--- config.mk ---
export PLATFORM = sky130hd
export DESIGN_NAME = adc_result_fifo
export DESIGN_NICKNAME = d
export VERILOG_FILES = /design/src/rtl/adc_pkg.sv /design/src/rtl/adc_fifo_mem.sv /design/src/rtl/adc_result_fifo.sv
export SDC_FILE = /design/constraint.sdc
export NUM_CORES = 1
export LEC_CHECK = 0
export CAP_MARGIN = 40
export CORE_MARGIN = 2
export CORE_UTILIZATION = 50
export CTS_BUF_LIST = sky130_fd_sc_hd__clkbuf_4 sky130_fd_sc_hd__clkbuf_8 sky130_fd_sc_hd__clkbuf_16
export CTS_CLUSTER_DIAMETER = 150
export DETAILED_ROUTE_END_ITERATION = 8
export PLACE_DENSITY = 0.68
export SYNTH_ARGS = -nofsm -noshare
export SYNTH_HDL_FRONTEND = slang
export SYNTH_SLANG_ARGS = --single-unit
--- constraint.sdc ---
create_clock -name clk -period 9.13 [get_ports clk]
set_clock_uncertainty 0.2 [all_clocks]
set_input_delay 1.826 -clock clk [delete_from_list [all_inputs] [get_ports clk]]
set_output_delay 1.826 -clock clk [all_outputs]
set_load 0.01 [all_outputs]
--- src/rtl/adc_pkg.sv ---
// rtl/adc_pkg.sv - shared constants for the ADC result path
package adc_pkg;

    localparam int ADC_RESULT_W       = 10;
    localparam int ADC_FIFO_DEPTH_DEF = 16;

endpackage

--- src/rtl/adc_fifo_mem.sv ---
// rtl/adc_fifo_mem.sv - DEPTH x DATA_W register array, one write port, one registered read port
module adc_fifo_mem #(
    parameter int DATA_W = 10,
    parameter int DEPTH  = 16,
    localparam int AW    = $clog2(DEPTH)
) (
    input  logic              clk,
    input  logic              rst_n,
    input  logic              wr_en,
    input  logic [AW-1:0]     wr_addr,
    input  logic [DATA_W-1:0] wr_data,
    input  logic              rd_en,
    input  logic [AW-1:0]     rd_addr,
    output logic [DATA_W-1:0] rd_data
);

    logic [DATA_W-1:0] mem [DEPTH];

    // The array itself is never reset; only the output register is.
    always_ff @(posedge clk) begin
        if (wr_en) begin
            mem[wr_addr] <= wr_data;
        end
    end

    always_ff @(posedge clk or negedge rst_n) begin
        if (!rst_n) begin
            rd_data <= '0;
        end else if (rd_en) begin
            rd_data <= mem[rd_addr];
        end
    end

endmodule

--- src/rtl/adc_result_fifo.sv ---
// rtl/adc_result_fifo.sv - ADC result capture FIFO; optional level IRQ under ADC_FIFO_IRQ_EN
module adc_result_fifo
    import adc_pkg::*;
#(
    parameter int DATA_W  = ADC_RESULT_W,
    parameter int DEPTH   = ADC_FIFO_DEPTH_DEF,
    localparam int LVL_W  = $clog2(DEPTH) + 1
) (
    input  logic              clk,
    input  logic              rst_n,
    input  logic              enable_in,
    input  logic [DATA_W-1:0] data_in,
    input  logic              conv_done_in,
    input  logic              clear_in,
    input  logic              rd_en_in,
    output logic [DATA_W-1:0] rd_data_out,
    output logic              rd_valid_out,
    output logic              empty_out,
    output logic              full_out,
    output logic [LVL_W-1:0]  level_out,
    output logic              overflow_out,
    input  logic [LVL_W-1:0]  threshold_in,
    output logic              irq_out
);

    localparam int PW = LVL_W - 1;

    logic             conv_q;
    logic [PW-1:0]    wr_ptr;
    logic [PW-1:0]    rd_ptr;
    logic [LVL_W-1:0] level;
    logic [LVL_W-1:0] level_next;
    logic             wr_stb;
    logic             rd_ok;
    logic             wr_ok;

    assign wr_stb = conv_done_in & ~conv_q & enable_in;
    assign rd_ok  = rd_en_in & ~empty_out & ~clear_in;
    // A full FIFO still accepts a write when a pop frees a slot in the same cycle.
    assign wr_ok  = wr_stb & (~full_out | rd_ok) & ~clear_in;

    always_comb begin
        level_next = level;
        if (clear_in) begin
            level_next = '0;
        end else if (wr_ok && !rd_ok) begin
            level_next = level + LVL_W'(1);
        end else if (rd_ok && !wr_ok) begin
            level_next = level - LVL_W'(1);
        end
    end

    always_ff @(posedge clk or negedge rst_n) begin
        if (!rst_n) begin
            conv_q       <= 1'b0;
            wr_ptr       <= '0;
            rd_ptr       <= '0;
            level        <= '0;
            overflow_out <= 1'b0;
            rd_valid_out <= 1'b0;
        end else begin
            conv_q       <= conv_done_in;
            level        <= level_next;
            rd_valid_out <= rd_ok;
            if (clear_in) begin
                wr_ptr       <= '0;
                rd_ptr       <= '0;
                overflow_out <= 1'b0;
            end else begin
                if (wr_ok) begin
                    wr_ptr <= wr_ptr + PW'(1);
                end
                if (rd_ok) begin
                    rd_ptr <= rd_ptr + PW'(1);
                end
                if (wr_stb && !wr_ok) begin
                    overflow_out <= 1'b1;
                end
            end
        end
    end

    assign level_out = level;
    assign empty_out = (level == '0);
    assign full_out  = (level == LVL_W'(DEPTH));

    adc_fifo_mem #(
        .DATA_W (DATA_W),
        .DEPTH  (DEPTH)
    ) u_mem (
        .clk     (clk),
        .rst_n   (rst_n),
        .wr_en   (wr_ok),
        .wr_addr (wr_ptr),
        .wr_data (data_in),
        .rd_en   (rd_ok),
        .rd_addr (rd_ptr),
        .rd_data (rd_data_out)
    );

`ifdef ADC_FIFO_IRQ_EN
    always_ff @(posedge clk or negedge rst_n) begin
        if (!rst_n) begin
            irq_out <= 1'b0;
        end else begin
            irq_out <= (level_next >= threshold_in) && (threshold_in != '0);
        end
    end
`else
    logic unused_threshold;
    assign unused_threshold = ^threshold_in;
    assign irq_out          = 1'b0;
`endif

endmodule

# Word level (Yosys, flattened, before mapping)
# Memory sizes are Yosys's and may differ from the RTL's. A register that Yosys moved wholly into a read port is not among the register bits.
# Index checks and enable logic that the tools add are counted.
[word_totals]
reg_bits = 16
ramBits = 160
in_bits = 21
wordCells = 45
n_memories = 1
[classes]
add_sub_neg = 4
eq_ne = 1
mux = 11
bitwise_logic = 11
n_reduce_logical = 11
[mem_list]
columns = ["name", "depth", "word_bits", "rd", "rd_clocked_by_memory_dff", "write_ports", "line_no", "source"]
rows = [
  ["u_mem.mem", 16, 10, 1, 1, 1, "adc_fifo_mem.sv:17", "logic [DATA_W-1:0] mem [DEPTH];"],
]
[ops]
columns = ["operator", "count"]
rows = [
  ["$mux W4", 4],
  ["$mux W5", 3],
  ["$add A4 B1 Y4 const B", 2],
  ["$and A1 B1 Y1", 6],
  ["$reduce_bool A2 Y1", 3],
  ["$add A5 B1 Y5 const B", 1],
  ["$eq A5 B5 Y1 const B", 1],
  ["$logic_not A5 Y1", 1],
  ["$sub A5 B1 Y5 const B", 1],
  ["$mux W1", 4],
  ["$not A1 Y1", 4],
  ["$logic_and A1 B1 Y1", 3],
  ["$logic_not A1 Y1", 3],
  ["$reduce_bool A3 Y1", 1],
  ["$or A1 B1 Y1", 1],
]

# Depth between registers and ports, before layout
[depth]
ltp_word = 12
ltp_mapped = 9
ltp_nobuf = 8

# By module
# From an unflattened synthesis, not the netlist that was laid out.
[hier_totals]
hier_cells = 385
hier_area_um2 = 7641.1
[modules_own_cells]
columns = ["module", "instances", "cells_each", "area_per_inst_um2", "seq_area_each_um2"]
rows = [
  ["adc_fifo_mem", 1, 290, 6691.4, 5054.8],
  ["adc_result_fifo", 1, 95, 949.7, 400.4],
]

# Worst setup path after synthesis
# Ideal clock, no wire load.
[synth_path]
kind = "in2reg"
startpoint = "input port rd_en_in"
endpoint = "register level[4] (netlist: level_out[4])"
setup_time_ns = 0.082
t_arrival_ns = 3.964
t_required_ns = 8.848
slack_ns = 4.884
stages = 9
path_buffers = 1
path_cell_list = "buf_2 -> nand2b_1 -> a31oi_1 -> nand3_1 -> ha_1 -> a21oi_1 -> nand2_1 -> or4_1 -> a31oi_1"
[synth_via]
elab_chain_len = 8
word_cells_on_any_way = 12
classes_between = "mux (2); bitwise (5); reduce/logical (5)"
[synth_rtl]
columns = ["element", "line_no", "source"]
rows = [
  ["start: declaration", "adc_result_fifo.sv:15", "input logic rd_en_in,"],
  ["$and A1 B1 Y1 * (2 in a row)", "adc_result_fifo.sv:38", "assign rd_ok = rd_en_in & ~empty_out & ~clear_in;"],
  ["$or A1 B1 Y1", "adc_result_fifo.sv:40", "assign wr_ok = wr_stb & (~full_out | rd_ok) & ~clear_in;"],
  ["$and A1 B1 Y1 (2 in a row)", "adc_result_fifo.sv:40", ""],
  ["$logic_and A1 B1 Y1 or $logic_not A1 Y1 (tied branches)", "adc_result_fifo.sv:46, adc_result_fifo.sv:48", ""],
  ["$mux W5 or $logic_and A1 B1 Y1 (tied branches)", "adc_result_fifo.sv:46, adc_result_fifo.sv:48", ""],
  ["$mux W5 or $reduce_bool A3 Y1 (tied branches)", "n/a", ""],
  ["end signal: assignment", "adc_result_fifo.sv:63", "level <= level_next;"],
  ["end: declaration", "adc_result_fifo.sv:31", "logic [LVL_W-1:0] level;"],
]
# Mark *: on every way between the ends. The rest lies on a longest branch, timed or not.
# A chain may end at the register's enable or synchronous reset.

# Worst setup path after layout
[layout_path]
startpoint = "input port clear_in"
endpoint = "register level[4] (netlist: level_out[4])"
[layout_via]
elab_chain_len = 8
word_cells_on_any_way = 12
classes_between = "mux (2); bitwise (5); reduce/logical (5)"
[layout_rtl]
columns = ["element", "line_no", "source"]
rows = [
  ["start: declaration", "adc_result_fifo.sv:14", "input logic clear_in,"],
  ["$not A1 Y1", "adc_result_fifo.sv:38, adc_result_fifo.sv:40", ""],
  ["$and A1 B1 Y1", "adc_result_fifo.sv:38", ""],
  ["$or A1 B1 Y1", "adc_result_fifo.sv:40", ""],
  ["$and A1 B1 Y1 (2 in a row)", "adc_result_fifo.sv:40", ""],
  ["$logic_and A1 B1 Y1 or $logic_not A1 Y1 (tied branches)", "adc_result_fifo.sv:46, adc_result_fifo.sv:48", ""],
  ["$mux W5 or $logic_and A1 B1 Y1 (tied branches)", "adc_result_fifo.sv:46, adc_result_fifo.sv:48", ""],
  ["$mux W5 or $reduce_bool A3 Y1 (tied branches)", "n/a", ""],
]
# Several ways; a longest one is shown, not always the timed one.

==> run_results.csv <==
group,metric,value,unit
outcome,status,"completed",
logic_synthesis,ys.flop_type,"edfxtp_1",
clock_network,cts_sinks,186,
global_route,grt_max_degree,43,
logic_synthesis,synth.yosys.seq_area_share,72.5,%
drt,wl,15500,um
floorplan,ios,41,
sta,fmax,200,MHz
critical_path,path_class,"in -> reg",
floorplan,dieArea,0.0160,sq mm
drt,drc,0,
worst_hold_path,hold_class,"reg -> reg",
pwr,p_per_area,235,mW/mm^2
logic_synthesis,synth_top_family_by_area,"multiplexers",
sta,hold-worst-slack,300,ps
clock_network,post_cts_buffers,0,
clock_network,cts-root-buf,"clkbuf_16",
pwr,ir_drop,0.136,mV
finish,final_cell_mix,"160 x edfxtp_1, 40 x mux4_2, 34 x clkdlybuf4s50_1",
sta,period_share,54.7,%
drt,vias,3851,
floorplan,start_util,51.6,%
critical_path,worstPathArrival,5140,ps
critical_path,end_kind,"flip-flop",
drt,postRouteAntennaNets,0,
finish,layout_commonest_cell,"edfxtp_1",
finish,fin_nets,478,
finish,layoutNonFillerInstCount,644,
finish,area_growth,16.0,%
global_route,grt_usage,20.9,%
sta,slew_violations,0,
clock_network,cts_buffers,17,
logic_synthesis,synth-simple-area-share,4.39,%
logic_synthesis,yosysWarnings,0,
logic_synthesis,synth-compound-area-share,3.18,%
clock_network,cts_resized,0,
logic_synthesis,synthAdderAreaFrac,1.76,%
critical_path,crit_required,9280,ps
pwr,total_power,2.05,mW
logic_synthesis,synthCells,393,
critical_path,crit_path_max_fanout,17,
place,port_buffers,34,
floorplan,die_y,127,um
logic_synthesis,async_flop_share,14.0,%
logic_synthesis,synth-seq-cells,186,
finish,drive_above_1_share,22.2,%
place,dp.cells,612,
place,dp_hpwl,9150,um
finish,n_antenna_cell,0,
drt,first_pass_iters,5,
logic_synthesis,synth_mux_area_share,16.0,%
global_route,grt_pass1_vias,4038,
drt,vias_per_cell,5.98,
sta,hold_viol,0,
logic_synthesis,synth_nets,424,
logic_synthesis,syn_area,0.00752,sq mm
clock_network,cts_buffer_depth,2,
critical_path,r2r-start,"level_out[1]",
clock_network,clk_pin_slew_worst_paths,70,ps
worst_hold_path,min_from,"u_mem.rd_data[3]",
critical_path,cp-start-kind,"input port",
global_route,grt_overflow_total,0,
sta,setup_viol,0,
critical_path,crit_start,"clear_in",
sta,max-slew-margin-rel,41.2,%
global_route,grt_pass1_wl,23900,um
sta,finalSetupTns,0,ps
sta,rsz0062_at_grt,"false",
floorplan,coreArea,0.0146,sq mm
job,drv_cap,0,
logic_synthesis,synth_edf_count,160,
clock_network,cts_tree,"done",
sta,worst_slew_pin_slew,879,ps
pwr,p_leak,2.86,nW
drt,routedWlPerCell,24.0,um
logic_synthesis,avgSynthCellArea,19.1,sq um
global_route,antenna_found_initial,0,
clock_network,ctsHoldBuffers,0,
logic_synthesis,synth-xor-area-share,0.582,%
place,dpl_worst_slack,3750,ps
floorplan,fp.dieW,127,um
clock_network,htreeDepth,4,
sta,setup_ws,4140,ps
clock_network,insertion_delay,430,ps
place,gp_congestion,0.756,
floorplan,rows,44,
logic_synthesis,synth.distinct_cells,43,
sta,period_minus_slack,4990,ps
drt,drtIter0Drc,342,
finish,fillers,1034,
## synthesized netlist by cell type (2+ instances only)
| master | count | share of area (%) |
|---|---|---|
| edfxtp_1 | 160 | 64 |
| dfrtp_1 | 26 | 8.7 |
| o221ai_1 | 10 | 1.2 |
| buf_2 | 9 | 0.60 |
| xor2_1 | 4 | 0.47 |
| nand2b_1 | 3 | 0.25 |
| a31oi_1 | 3 | 0.25 |
| mux4_2 | 40 | 12 |
| ha_1 | 9 | 1.5 |
| clkbuf_1 | 8 | 0.40 |
| a21oi_1 | 4 | 0.27 |
| o211ai_1 | 2 | 0.20 |
| inv_1 | 5 | 0.25 |
| nor2b_1 | 3 | 0.25 |
| nand3_1 | 4 | 0.27 |
| o21ai_2 | 2 | 0.23 |
| o21ai_0 | 2 | 0.13 |
| mux2i_1 | 25 | 3.3 |
| nor2_1 | 27 | 1.3 |
| or3_1 | 2 | 0.17 |
| nand2_1 | 23 | 1.1 |
## registers in the layout, indices dropped and copies added, names as in the netlist
name and cells:
wr_ptr 4, level_out 5, overflow_out 1, u_mem.rd_data 10
u_mem.mem 160, rd_ptr 4, conv_q 1, rd_valid_out 1
## worst max-delay path: stages
cell and delay (ps):
clkdlybuf4s50_1 720, nand2b_1 290, a31oi_1 560, nand3_1 340, ha_1 410, a21oi_1 290
nand2_1 110, or4_1 410, a31oi_1 170
## stage by stage
step           util (%)  area, sq um
5_1_grt            59.8         8730
3_3_place_gp       55.8         8150
4_1_cts            59.8         8730
3_5_place_dp       56.0         8170
2_1_floorplan         -         7520
6_report           59.8         8730
## area by class of cell
cell class | instances | area, sq um | area share, %
multi-input cells | 182 | 1950 | 22.3
clock inverters | 14 | 121 | 1.39
flip-flops and latches | 186 | 5460 | 62.5
inverters | 5 | 18.8 | 0.215
well taps | 184 | 230 | 2.64
clock buffers | 18 | 433 | 4.96
repair buffers | 55 | 518 | 5.94
## logic make-up (layout without fill, tap and decap cells)
| logic type | Yosys count | in the layout |
|---|---|---|
| and+or+nand+nor | 71 | 71 |
| adders and majority gates | 10 | 10 |
| xor gates and xnor gates | 5 | 5 |
| muxes | 68 | 68 |
| buffers and inverters | 25 | 92 |
| AOI/OAI and AO/OA | 27 | 27 |
| other | 1 | 1 |
| DFF | 186 | 186 |
## path summary, 6_finish.rpt
kind                                     to  slack [ps]  depth (start not counted)
hold / removal             u_mem.rd_data[3]         300                          2
min in group asynchronous      level_out[0]        1580                          2
max in group asynchronous         rd_ptr[2]        6830                          2
setup reg to reg               level_out[4]        5720                          8
setup / recovery               level_out[4]        4140                          9
hold reg to reg            u_mem.rd_data[3]         300                          2
## routing by layer
layer / global-route usage (%) / vias to the layer above / part of all wire, %
met5: 0 / - / 0
met4: 8.86 / 0 / 2.0
met3: 4.81 / 25 / 5.7
met2: 33.0 / 140 / 49
met1: 28.3 / 2011 / 43
li1: - / 1675 / -
## power breakdown
group	internal [mW]	switching (mW)	total, mW
Combinational	0.173	0.178	0.351
Clock	0.379	0.314	0.694
Sequential	0.960	0.0429	1.00
Power figures use the tool's default switching activity.
